$ cat config.mk
export PLATFORM = sky130hd
export DESIGN_NAME = fround_sched
export DESIGN_NICKNAME = d
export VERILOG_FILES = /design/src/rtl/fround_sched_pkg.sv /design/src/rtl/fround_sched_arb.sv /design/src/rtl/fround_sched.sv
export SDC_FILE = /design/constraint.sdc
export NUM_CORES = 1
export LEC_CHECK = 0
export CORE_MARGIN = 1.5
export CORE_UTILIZATION = 30
export CTS_CLUSTER_DIAMETER = 100
export DETAILED_ROUTE_END_ITERATION = 7
export DONT_BUFFER_PORTS = 1
export GPL_ROUTABILITY_DRIVEN = 0
export PLACE_DENSITY = 0.53
export SLEW_MARGIN = 0
export SYNTH_ARGS = -nofsm -noshare
export SYNTH_HDL_FRONTEND = slang
export SYNTH_SLANG_ARGS = --single-unit
$ cat constraint.sdc
create_clock -name clk -period 5.8 [get_ports clk]
set_clock_uncertainty 0.2 [all_clocks]
set_input_delay 1.16 -clock clk [delete_from_list [all_inputs] [get_ports clk]]
set_output_delay 1.16 -clock clk [all_outputs]
set_load 0.02 [all_outputs]
$ cat src/rtl/fround_sched_pkg.sv
// Shared types for the fround_sched operand scheduler: request bundle and {NV,NX} flag field.
// Struct widths follow the default double-precision configuration of fround_sched.
package fround_sched_pkg;

    localparam int unsigned FR_FLEN    = 64;
    localparam int unsigned FR_NE      = 11;
    localparam int unsigned FR_NF      = 52;
    localparam int unsigned FR_FMTBITS = 2;
    localparam int unsigned FR_LOGFLEN = 6;

    typedef struct packed {
        logic                  xs;
        logic [FR_NE-1:0]      xe;
        logic [FR_NF:0]        xm;
        logic                  xnan;
        logic                  xsnan;
        logic [FR_FMTBITS-1:0] fmt;
        logic [2:0]            frm;
        logic [FR_LOGFLEN-1:0] nf;
        logic                  nx;
    } fr_req_t;

    typedef struct packed {
        logic nv;
        logic nx;
    } fr_flags_t;

endpackage

$ cat src/rtl/fround_sched_arb.sv
// Two-requester arbiter: prefers the requester named by i_ptr, falls back to the other.
// A constant-zero pointer yields fixed priority for requester 0.
module fround_sched_arb
(
    input  logic [1:0] i_req_valid,
    input  logic       i_ptr,
    input  logic       i_adv1,
    input  logic       i_flush,
    output logic [1:0] o_grant_c
);

    always_comb begin
        o_grant_c = 2'b00;
        if (i_adv1 && !i_flush) begin
            if (i_req_valid[i_ptr]) begin
                o_grant_c[i_ptr] = 1'b1;
            end else if (i_req_valid[~i_ptr]) begin
                o_grant_c[~i_ptr] = 1'b1;
            end
        end
    end

endmodule

$ cat src/rtl/fround_sched.sv
// Two-stage scheduler feeding a shared round-to-integer datapath from two requesters.
// Define FROUND_SCHED_RR_EN for round-robin arbitration; default is fixed priority (requester 0).
module fround_sched
    import fround_sched_pkg::*;
#(
    parameter int unsigned FLEN    = FR_FLEN,
    parameter int unsigned NE      = FR_NE,
    parameter int unsigned NF      = FR_NF,
    parameter int unsigned FMTBITS = FR_FMTBITS,
    parameter int unsigned LOGFLEN = FR_LOGFLEN
)
(
    input  logic                        clk,
    input  logic                        reset,
    input  logic [1:0]                  ReqValid,
    output logic [1:0]                  ReqReady,
    input  logic [1:0]                  ReqXs,
    input  logic [1:0][NE-1:0]          ReqXe,
    input  logic [1:0][NF:0]            ReqXm,
    input  logic [1:0]                  ReqXNaN,
    input  logic [1:0]                  ReqXSNaN,
    input  logic [1:0][FMTBITS-1:0]     ReqFmt,
    input  logic [1:0][2:0]             ReqFrm,
    input  logic [1:0][LOGFLEN-1:0]     ReqNf,
    input  logic [1:0]                  ReqNX,
    output logic                        FrXs,
    output logic [NE-1:0]               FrXe,
    output logic [NF:0]                 FrXm,
    output logic                        FrXNaN,
    output logic                        FrXSNaN,
    output logic [FMTBITS-1:0]          FrFmt,
    output logic [2:0]                  FrFrm,
    output logic [LOGFLEN-1:0]          FrNf,
    output logic                        FrNX,
    input  logic [FLEN-1:0]             FRound,
    input  logic                        FRoundNV,
    input  logic                        FRoundNX,
    output logic                        RspValid,
    input  logic                        RspReady,
    output logic [FLEN-1:0]             RspRes,
    output logic [1:0]                  RspFlags,
    output logic                        RspTag,
    input  logic                        Flush,
    output logic                        Busy
);

    fr_req_t        w_req [2];
    fr_req_t        r_s1;
    logic           r_s1_valid;
    logic           r_s1_tag;
    logic           r_s2_valid;
    logic [FLEN-1:0] r_s2_res;
    fr_flags_t      r_s2_flags;
    logic           r_s2_tag;
    logic           w_adv1;
    logic           w_adv2;
    logic           w_kill;
    logic           w_ptr;
    logic           w_hs;
    logic           w_sel;
    logic [1:0]     w_grant_c;

    always_comb begin
        for (int i = 0; i < 2; i++) begin
            w_req[i].xs    = ReqXs[i];
            w_req[i].xe    = ReqXe[i];
            w_req[i].xm    = ReqXm[i];
            w_req[i].xnan  = ReqXNaN[i];
            w_req[i].xsnan = ReqXSNaN[i];
            w_req[i].fmt   = ReqFmt[i];
            w_req[i].frm   = ReqFrm[i];
            w_req[i].nf    = ReqNf[i];
            w_req[i].nx    = ReqNX[i];
        end
    end

    assign w_adv2 = ~r_s2_valid | RspReady;
    assign w_adv1 = ~r_s1_valid | w_adv2;
    // Reset also blocks acceptance so ReqReady reads 0 the moment reset rises.
    assign w_kill = Flush | reset;

    fround_sched_arb u_arb (
        .i_req_valid (ReqValid),
        .i_ptr       (w_ptr),
        .i_adv1      (w_adv1),
        .i_flush     (w_kill),
        .o_grant_c   (w_grant_c)
    );

    assign ReqReady = w_grant_c & {2{w_adv1}};
    assign w_hs     = |(ReqValid & ReqReady);
    assign w_sel    = ReqReady[1];

`ifdef FROUND_SCHED_RR_EN
    logic r_ptr;

    always_ff @(posedge clk or posedge reset) begin
        if (reset) begin
            r_ptr <= 1'b0;
        end else if (w_hs) begin
            r_ptr <= ~r_ptr;
        end
    end

    assign w_ptr = r_ptr;
`else
    assign w_ptr = 1'b0;
`endif

    // S1: operand register driving the datapath.
    always_ff @(posedge clk or posedge reset) begin
        if (reset) begin
            r_s1_valid <= 1'b0;
            r_s1_tag   <= 1'b0;
            r_s1       <= '0;
        end else if (Flush) begin
            r_s1_valid <= 1'b0;
        end else if (w_hs) begin
            r_s1_valid <= 1'b1;
            r_s1_tag   <= w_sel;
            r_s1       <= w_req[w_sel];
        end else if (w_adv1) begin
            r_s1_valid <= 1'b0;
        end
    end

    // S2: result register capturing datapath output, flags and originating tag.
    always_ff @(posedge clk or posedge reset) begin
        if (reset) begin
            r_s2_valid <= 1'b0;
            r_s2_res   <= '0;
            r_s2_flags <= '0;
            r_s2_tag   <= 1'b0;
        end else if (Flush) begin
            r_s2_valid <= 1'b0;
        end else if (r_s1_valid && w_adv2) begin
            r_s2_valid    <= 1'b1;
            r_s2_res      <= FRound;
            r_s2_flags.nv <= FRoundNV;
            r_s2_flags.nx <= FRoundNX;
            r_s2_tag      <= r_s1_tag;
        end else if (RspReady) begin
            r_s2_valid <= 1'b0;
        end
    end

    assign FrXs    = r_s1.xs;
    assign FrXe    = r_s1.xe;
    assign FrXm    = r_s1.xm;
    assign FrXNaN  = r_s1.xnan;
    assign FrXSNaN = r_s1.xsnan;
    assign FrFmt   = r_s1.fmt;
    assign FrFrm   = r_s1.frm;
    assign FrNf    = r_s1.nf;
    assign FrNX    = r_s1.nx;

    assign RspValid = r_s2_valid;
    assign RspRes   = r_s2_res;
    assign RspFlags = r_s2_flags;
    assign RspTag   = r_s2_tag;
    assign Busy     = r_s1_valid | r_s2_valid;

endmodule

# Word level (Yosys, flattened, before mapping)
# Index checks and enable logic that the tools add are counted.
# Widths: inputs -> output; s select.
dict set report totals {
  ff_bits 149
  in_bits 230
  output_inout_bits 150
}
dict set report classes {
  n_lt_le_gt_ge 1
  n_mux 12
  n_bitwise 10
  reduce_logical 8
}
# op count
set ops {}
lappend ops {{$mux 79} 3}
lappend ops {{$mux 1} 6}
lappend ops {{$mux 2} 3}
lappend ops {{$reduce_bool 3->1} 2}
lappend ops {{$and 2x2->2} 2}
lappend ops {{$or 1x1->1} 4}
lappend ops {{$reduce_and 2->1} 2}
lappend ops {{$not 1->1} 3}
lappend ops {{$ge 2x2->1 const B} 1}
lappend ops {{$logic_and 1x1->1} 2}
lappend ops {{$not 1->2} 1}
lappend ops {{$reduce_or 2->1} 1}
lappend ops {{$logic_not 1->1} 1}

# Longest topological paths before layout
dict set report depth {
  depth_word 10
  ltp_mapped 6
  depth_no_buf 3
}

# Cells and area by module
# A second synthesis with hierarchy kept.
dict set report unflattened {
  cells_unflattened 424
  hier_area_um2 6542.5
}
# module n_inst cells_each area_per_inst_um2
set by_module_without_submodules {}
lappend by_module_without_submodules {fround_sched 1 419 6513.7}
lappend by_module_without_submodules {fround_sched_arb 1 5 28.8}

# Worst setup path after synthesis
# No wires, ideal clock.
dict set report synth_path {
  kind {input-to-output}
  startpoint {input ReqValid[1]}
  endpoint {output ReqReady[1]}
  arrival_ns 2.043
  required_ns 4.440
  slack_ns 2.397
  path_stages 5
  cell_sequence {buf_2 > nor2b_1 > clkbuf_1 > buf_2 > and3_1}
}
dict set report synth_via {
  elab_chain_len 4
}
# item line
set synth_rtl {}
lappend synth_rtl {{from (decl)} fround_sched.sv:15} ;# input logic [1:0] ReqValid,
lappend synth_rtl {{$mux 2} fround_sched_arb.sv:17} ;# end else if (i_req_valid[~i_ptr]) begin
lappend synth_rtl {{$mux 2} fround_sched_arb.sv:15} ;# if (i_req_valid[i_ptr]) begin
lappend synth_rtl {{$mux 2} fround_sched_arb.sv:14} ;# if (i_adv1 && !i_flush) begin
lappend synth_rtl {{$and 2x2->2} fround_sched.sv:90} ;# assign ReqReady = w_grant_c & {2{w_adv1}};
lappend synth_rtl {{to (decl)} fround_sched.sv:16} ;# output logic [1:0] ReqReady,
# No other way between the ends.

# Final worst setup path
# Ends and elaborated chain as after synthesis.

==> summary.md <==
| Metric | Value |
|---|---|
| Die height | `153.2 um` |
| WP depth | `3` |
| Final TNS setup | `0 ns` |
| Failing checks | `design-rule violations` |
| Fraction of layout cells with a size suffix above 1 | `16.97%` |
| Cells after Synth | `511` |
| Worst-margin pin slew | `1.197 ns` |
| Max_cap viols | `0` |
| PD cells | `424.0 nW/um^2` |
| RSZ-0062 raised after global routing | `false` |
| Largest net degree at the start of global routing | `113` |
| Simple-gate portion of the synthesized area | `7.657%` |
| Final setup vio count | `0` |
| Worst R2R End | `RspRes[20]` |
| Mux cell area share after synthesis | `11.15%` |
| Nets | `712` |
| Final Max Tran Viols | `0` |
| Status | `complete, but fails checks` |
| Relative slew slack | `20.04%` |
| Vias in the first global route | `4690` |
| DIE AREA | `23460 um^2` |
| Row Count | `54` |
| Worst R2R Setup Slack | `2.91 ns` |
| CTS Buf Count | `17` |
| Non-filler instance count after layout | `776` |
| Synth top area share | `55.11%` |
| Synth Register Bits | `149` |
| Routed Antenna Nets | `0` |
| Wirelength per Cell | `23.50 um` |
| Synth Area in Compound Gates | `21.10%` |
| Area contributors post-synth | `dfrtp_1 (55%), o2bb2ai_1 (6.2%), mux2_2 (6.2%), a22oi_1 (5.3%), mux2_1 (5.0%)` |
| Routed vias/inst | `5.789` |
| CP max FO | `64` |
| Synth unique cells | `29` |
| CTS tree | `done` |
| Fmax | `0.2914 GHz` |
| Clock Latency Late Sink | `0.41 ns` |
| Placed Instances | `743` |
| Initial cell density of the core | `30.81%` |
| Fillers | `2140` |
| Post-synth EDFFs | `0` |
| Crit path arrival time | `2.07 ns` |
| Worst Hold Class | `reg2reg` |
| Synthesized area | `6765 um^2` |
| Largest family of logic cells by synthesized area | `compound AO/OA/AOI/OAI gates` |
| Setup repair bufs after CTS | `0` |
| Crit path to | `ReqReady[1]` |
| Vias | `4492` |
| Crit-path leading delay family | `simple AND/OR/NAND/NOR gates` |
| Fraction of registers with async set/reset | `100.0%` |
| Crit path required time | `4.44 ns` |
| Post-CTS resize count | `0` |
| Critical path capture point type | `output pin` |
| Synth cell count leaders | `dfrtp_1 (149), a22oi_1 (48), o2bb2ai_1 (48)` |
| XOR/XNOR share of the synthesized area | `0%` |
| Leakage | `3.183 nW` |
| Critical R2R Launch | `RspValid` |
| Final wirelength | `18240 um` |
| Setup Crit Path Kind | `in2out` |
| Maximum resistive drop on vdd | `0.0001404 V` |
| Clock transition at path regs | `0.07 ns` |
| Syn_nets | `741` |
| Remaining DRCs | `28` |
| Synth Area in Adders | `0%` |
| Clock root cell | `clkbuf_16` |
| First-pass GRT wire length | `28140 um` |
| CTS H-Tree Depth | `4` |
| Layout area overhead | `10.30%` |
| Reg2Reg Depth | `4` |
| First-pass DRT Iterations | `8` |
| Port buffer count | `0` |
| Drt initial violations | `331` |
| # IOs | `380` |
| Tmin final | `3.431 ns` |
| Worst setup SP type | `input port` |
| Slowest cell on crit path | `buf_4` |
| Hold Slack | `0.3029 ns` |
| Synth Flop Type | `dfrtp_1` |
| GRT Total Usage | `15.42%` |
| Slowest Stage Delay on Critical Path | `0.41 ns` |
| Buf+Inv Stages, Crit Path | `1` |
| Grt total ovfl | `0` |
| Initial antenna violation count | `1` |
| CP startpoint | `ReqValid[1]` |
| Final hold violations | `0` |
| Post-CTS Hold Buffers | `0` |
| Core Util, Final | `33.98%` |
| HPWL after DPL | `12450 um` |
| Ys Warns | `0` |
| Seq/Total Area, Yosys | `55.11%` |
| Count leader, synth | `dfrtp_1` |
| Clock buffer depth | `2` |
| Clk sinks | `149` |
| Width of the die | `153.2 um` |
| Period Utilization, post-route | `59.16%` |
| Post-synth top area cell | `dfrtp_1` |
| Mapped Avg Cell Area | `13.24 um^2` |
| Total core area | `21960 um^2` |
| Worst-path cell chain | `nor2b_4 > buf_4 > and3_1` |
==> placed cells by master (no fill, tap or decap) <==
cell type and n:
clkinv_4 3, o21ai_0 1, a31oi_1 1, nor2b_1 26, a41o_1 31, o211ai_1 1, a21oi_1 1, or2_2 1
diode_2 1, nand2b_1 2, mux2_1 30, nor3b_1 30, nor2b_4 1, and3_1 2, o2bb2ai_1 48, clkbuf_16 17
inv_6 5, a22oi_1 48, dfrtp_1 149, clkinv_2 2, inv_1 2, nor2_4 2, bufinv_16 2, nor3_1 1
mux2_2 37, buf_4 7, nor2_1 3, and2b_1 5, clkinvlp_4 2, a211oi_2 1, a221o_1 30, inv_8 2
nand2_2 1, nand3b_4 1
==> tightest hold or removal path, cell delays in order, from the launching register on <==
cell and delay (ns):
dfrtp_1 0.35, a31oi_1 0.04, nor2_1 0.07
==> per-layer routing <==
metal | up-vias | GRT usage, % | wire length [um]
met5 | - | 0 | 0
met4 | 0 | 6.909 | 552
met3 | 30 | 5.274 | 1545
met2 | 267 | 26.75 | 9354
met1 | 2246 | 17.07 | 6786
li1 | 1949 | - | -
==> stage by stage <==
step                      worst slack [ns]  power [W]  cell area [um^2]
after floorplan                     0.4320   0.001962              6765
after detailed placement             2.268   0.002066              6865
final                                2.369   0.003164              7462
after global routing                 2.326   0.003321              7462
after global placement               2.341   0.002044              6865
after CTS                            2.387   0.003209              7460
==> registers in the layout, indices dropped and copies added, names as in the netlist <==
signal,cells
RspRes,64
r_s1_tag,1
FrFmt,2
r_s1_valid,1
FrNX,1
RspFlags,2
FrXs,1
RspValid,1
FrFrm,3
FrXm,53
RspTag,1
FrXSNaN,1
FrXe,11
FrNf,6
FrXNaN,1
==> cell families after synthesis <==
family                 count (synthesis)
AO/OA/AOI/OAI                        162
buffers and inverters                 58
flip-flops                           149
multiplexers                          67
AND/OR/NAND/NOR                       75
==> cell type report <==
type / count / area [um^2] / share of cell area (%)
sequential: 149 / 3729 / 49.97
multi-input combinational: 304 / 2718 / 36.42
clock buffer: 17 / 425.4 / 5.701
tap: 280 / 350.3 / 4.695
clock inverter: 15 / 168.9 / 2.264
timing repair buffer: 7 / 52.55 / 0.7042
inverter: 3 / 16.27 / 0.2180
antenna: 1 / 2.502 / 0.03353
==> where the power goes <==
| group | internal [W] | switching [W] |
|---|---|---|
| combinational | 0.000199 | 0.000136 |
| sequential | 0.00125 | 0.000451 |
| clock | 0.000646 | 0.000480 |
==> worst min-delay path by stage <==
stage                         from        to  depth (start not counted)
final                     r_s1_tag  r_s1_tag                          2
after global routing      r_s1_tag    RspTag                          1
after CTS                 r_s1_tag    RspTag                          1
after detailed placement  r_s1_tag  r_s1_tag                          2
after global placement    r_s1_tag  r_s1_tag                          2
after floorplan           r_s1_tag  r_s1_tag                          2
(Power assumes the default switching activity.)
